[src/rtl/decode_fwd_stage.sv]
// Decode operand stage: picks each operand from the regfile or the youngest matching forward source, and stalls on pending load-use hits.
// Latency 1 cycle into a valid/ready register. Backpressure: in_ready drops on hazard or a held, unaccepted output; flush always accepts.
// Optional counters stall_cnt/fwd_cnt are built only when DECODE_FWD_PERF_EN is defined.
module decode_fwd_stage #(
  parameter int XLEN = 64,
  parameter int AW   = 5,
  parameter int PCW  = 64,
  parameter int NFWD = 3
) (
  input  logic                 clk,
  input  logic                 reset,
  input  logic                 flush,
  input  logic                 in_valid,
  output logic                 in_ready,
  input  logic [PCW-1:0]       in_pc,
  input  logic [AW-1:0]        in_ra1,
  input  logic [AW-1:0]        in_ra2,
  input  logic                 in_use1,
  input  logic                 in_use2,
  input  logic [AW-1:0]        in_dst,
  input  logic [XLEN-1:0]      in_rd1,
  input  logic [XLEN-1:0]      in_rd2,
  input  logic [NFWD-1:0]      fwd_valid,
  input  logic [NFWD-1:0]      fwd_pending,
  input  logic [NFWD*AW-1:0]   fwd_wa,
  input  logic [NFWD*XLEN-1:0] fwd_data,
  output logic                 out_valid,
  input  logic                 out_ready,
  output logic [PCW-1:0]       out_pc,
  output logic [AW-1:0]        out_dst,
  output logic [XLEN-1:0]      out_src1,
  output logic [XLEN-1:0]      out_src2,
`ifdef DECODE_FWD_PERF_EN
  output logic                 hazard,
  output logic [31:0]          stall_cnt,
  output logic [31:0]          fwd_cnt
`else
  output logic                 hazard
`endif
);

  typedef struct packed {
    logic [XLEN-1:0] val;
    logic            haz;
    logic            fwd;
  } opnd_t;

  typedef struct packed {
    logic [PCW-1:0]  pc;
    logic [AW-1:0]   dst;
    logic [XLEN-1:0] src1;
    logic [XLEN-1:0] src2;
  } hdr_t;

  // First match in index order wins, so a younger pending hit blocks older ready data.
  function automatic opnd_t resolve(
    input logic [AW-1:0]        ra,
    input logic [XLEN-1:0]      rd,
    input logic [NFWD-1:0]      fv,
    input logic [NFWD-1:0]      fp,
    input logic [NFWD*AW-1:0]   fwa,
    input logic [NFWD*XLEN-1:0] fd
  );
    opnd_t r;
    logic  hit;
    r.val = rd;
    r.haz = 1'b0;
    r.fwd = 1'b0;
    hit   = 1'b0;
    if (ra == '0) begin
      r.val = '0;
    end else begin
      for (int i = 0; i < NFWD; i++) begin
        if (!hit && fv[i] && (fwa[i*AW +: AW] == ra)) begin
          hit = 1'b1;
          if (fp[i]) begin
            r.haz = 1'b1;
          end else begin
            r.val = fd[i*XLEN +: XLEN];
            r.fwd = 1'b1;
          end
        end
      end
    end
    return r;
  endfunction

  opnd_t op1, op2;
  hdr_t  hdr_q;
  logic  capture;

  always_comb begin
    op1 = resolve(in_ra1, in_rd1, fwd_valid, fwd_pending, fwd_wa, fwd_data);
    op2 = resolve(in_ra2, in_rd2, fwd_valid, fwd_pending, fwd_wa, fwd_data);
  end

  assign hazard   = in_valid && ((in_use1 && op1.haz) || (in_use2 && op2.haz));
  assign in_ready = flush || (!hazard && (!out_valid || out_ready));
  assign capture  = in_valid && in_ready && !flush;

  always_ff @(posedge clk) begin
    if (reset) begin
      out_valid <= 1'b0;
      hdr_q     <= '0;
    end else begin
      if (flush)
        out_valid <= 1'b0;
      else if (capture)
        out_valid <= 1'b1;
      else if (out_ready)
        out_valid <= 1'b0;

      if (capture) begin
        hdr_q.pc   <= in_pc;
        hdr_q.dst  <= in_dst;
        hdr_q.src1 <= op1.val;
        hdr_q.src2 <= op2.val;
      end
    end
  end

  assign out_pc   = hdr_q.pc;
  assign out_dst  = hdr_q.dst;
  assign out_src1 = hdr_q.src1;
  assign out_src2 = hdr_q.src2;

`ifdef DECODE_FWD_PERF_EN
  logic [32:0] fwd_sum;

  always_comb begin
    fwd_sum = {1'b0, fwd_cnt} + {32'd0, op1.fwd} + {32'd0, op2.fwd};
  end

  always_ff @(posedge clk) begin
    if (reset) begin
      stall_cnt <= '0;
      fwd_cnt   <= '0;
    end else begin
      if (hazard && !flush && (stall_cnt != 32'hFFFF_FFFF))
        stall_cnt <= stall_cnt + 32'd1;
      if (capture)
        fwd_cnt <= fwd_sum[32] ? 32'hFFFF_FFFF : fwd_sum[31:0];
    end
  end
`endif

endmodule

[config.mk]
export PLATFORM = sky130hd
export DESIGN_NAME = decode_fwd_stage
export DESIGN_NICKNAME = d
export VERILOG_FILES = /design/src/rtl/decode_fwd_stage.sv
export SDC_FILE = /design/constraint.sdc
export NUM_CORES = 1
export LEC_CHECK = 0
export CELL_PAD_IN_SITES_DETAIL_PLACEMENT = 1
export CELL_PAD_IN_SITES_GLOBAL_PLACEMENT = 1
export CORE_AREA = 2 2 245 247
export DETAILED_ROUTE_END_ITERATION = 8
export DIE_AREA = 0 0 247 249
export PLACE_DENSITY = 0.65
export SYNTH_ARGS = -nofsm -noshare
export SYNTH_HDL_FRONTEND = slang
export SYNTH_SLANG_ARGS = --single-unit
[constraint.sdc]
create_clock -name clk -period 6.25 [get_ports clk]
set_clock_uncertainty 0.15 [all_clocks]
set_input_delay 0.9375 -clock clk [delete_from_list [all_inputs] [get_ports clk]]
set_output_delay 0.9375 -clock clk [all_outputs]
set_load 0.01 [all_outputs]
==> out/results.ini <==
[timing]
rsz0062_at_grt = no
setup_tns_ns = 0
slew_violations = 0
fin_crit_sh = 0.816
worstMarginPinSlew_ns = 1.29
max_freq_mhz = 196
hold_viol_final = 0
setup_viol = 0
finalCriticalPeriod_ns = 5.10
max-slew-margin-rel = 0.139

[global_route]
grt_first_pass_wirelength_mm = 88.4
groute.usage.overall = 0.192
gr-total-overflow = 0
first_global_vias = 13400
grt_max_degree = 139
antenna_found_initial = 4

[route]
num_vias = 12500
wl_mm = 60.5
detail-route-antenna-nets = 0
wl_per_cell_um = 23.3
first_pass_iters = 5
drc_errors = 0
drtIter0Drc = 488
vias_per_cell = 4.82

[setup_path]
path_common_cell = clkdlybuf4s50_1
cpPeakStageDelay_ns = 0.93
crit_arrival_ns = 4.01
start_kind = input port
timing.critical_path.buf_inv = 3
crit_type = input port to primary output
required_ns = 5.16
crit_chain = clkdlybuf4s50_1 -> nor4_1 -> a21boi_1 -> a22oi_2 -> nor3b_1 -> buf_4 -> a211o_1 -> clkdlybuf4s50_1
crit_fanout = 4
critical_path.top_delay_family = buffers and inverters
crit_slowest_cell = nor4_1
end_kind = primary output

[floorplanning]
core_um2 = 58700
pin_count = 627
die_h_um = 249
die_area_um2 = 61500
rows = 89
die-width_um = 247
start_util = 0.198

[clocking]
clk_path_buf_depth = 2
cts.sinks = 198
cts_htree_levels = 4
cts_made_buffers = 17
cts_setup_buffers = 0
postCtsResizedCells = 0
postCtsHoldBufs = 0
clock_latency_ns = 0.48
cts_tree = done
clock-root-buffer = clkbuf_16
clk_pin_slew_worst_paths_ns = 0.07

[synth]
synth_flop_cell = dfxtp_1
ys_seq_area_frac = 0.341
synth_edf_count = 0
syn_inst = 1267
ys_types = 45
synthesis.nets = 1694
yosys_warnings = 0
ys_seq_elements = 198
synthesis.area_um2 = 11600
async_flop_share = 0
avgSynthCellArea_um2 = 9.16

[final_layout]
multi_input_area_um2 = 7140
nFillCells = 6718
final_nets = 2232
final_util = 0.327
area_growth_pct = 65.3
drive_gt1_frac = 0.0858
seq_area_um2 = 3960

[pwr]
ir_drop_v = 0.000201
p_leak_nw = 7.19
p_total_mw = 3.37
p_per_area_nw_per_um2 = 176

[placed_design]
hpwl_mm = 44.8
gp_congestion = 0.888
port-buffer-count = 626

[flow_run]
drv_cap = 0

[status]
status = completed

[min_path]
hp-class = register to register

==> cell families after synthesis <==
family,Yosys count,synth area share
buf+inv,134,0.0495
xor+xnor,30,0.0226
compound gates,467,0.303
simple gates,245,0.110
mux,193,0.173
flops,198,0.341
==> path summary, 6_finish.rpt <==
kind | from | to | slack [ns] | depth (start not counted)
min reg2reg | out_src2[22] | out_src2[22] | 0.31 | 1
max reg2reg | out_valid | out_src2[40] | 3.80 | 6
min | out_src2[22] | out_src2[22] | 0.31 | 1
max | in_ra1[3] | in_ready | 1.15 | 8
==> stage by stage <==
step,cell area (um^2),hold slack (ns),setup WS (ns),std cells
final,19200,0.314,1.15,2595
after detailed placement,18600,0.297,1.14,2559
after global placement,18600,0.295,1.17,2559
after floorplan,11600,0.343,2.44,1267
after CTS,19200,0.320,1.12,2591
after global routing,19200,0.333,0.927,2594
==> state kept, by name, indices dropped and copies added (netlist names) <==
register / flops
out_valid: 1
out_src2: 64
out_src1: 64
out_dst: 5
out_pc: 64
==> cell usage in the layout, fill, tap and decap left out, drive strengths merged, types with 25 or more instances in the layout <==
cell type      Yosys  routed
clkdlybuf4s50      0     625
dfxtp            198     198
mux2i            128     128
nand3             74      74
nand2             72      72
a21oi             71      71
a21bo             69      69
o21a              65      65
nor2b             65      65
a22oi             65      65
mux2              65      65
o2bb2ai           64      64
a32oi             64      64
o21ai             64      64
buf               39      25
==> metal layers <==
layer	vias to the layer above	global-route usage	routed length [um]
li1	5842	-	-
met1	6138	0.219	24300
met2	463	0.335	29800
met3	61	0.0548	4770
met4	0	0.0713	1560
met5	-	0	0
==> final cells by class <==
cell class,count,area share
Timing Repair Buffer,650,0.340
Tap cell,773,0.0504
Clock buffer,22,0.0247
Antenna cell,4,0.000522
Inverter,3,0.000587
Clock inverter,10,0.00561
Sequential cell,198,0.207
Multi-Input combinational cell,935,0.372
==> synthesized netlist by cell type, types with 64 or more instances <==
cell type / count / area (um^2)
a21bo_2: 69 / 691
a21oi_1: 71 / 355
a22oi_1: 64 / 480
a32oi_1: 64 / 561
clkbuf_1: 92 / 345
dfxtp_1: 198 / 3960
mux2i_1: 128 / 1280
nand2_1: 72 / 270
nand3_1: 74 / 370
nor2b_1: 65 / 407
o21a_1: 65 / 488
o21ai_0: 64 / 320
o2bb2ai_1: 64 / 561
==> power by group <==
| group | total, mW | switching [mW] | internal [mW] |
|---|---|---|---|
| sequential | 1.36 | 0.0354 | 1.33 |
| combinational | 0.843 | 0.358 | 0.485 |
| clock | 1.17 | 0.575 | 0.592 |
| total | 3.37 | 0.968 | 2.41 |
Note: power is estimated with default switching activity, not from simulation.
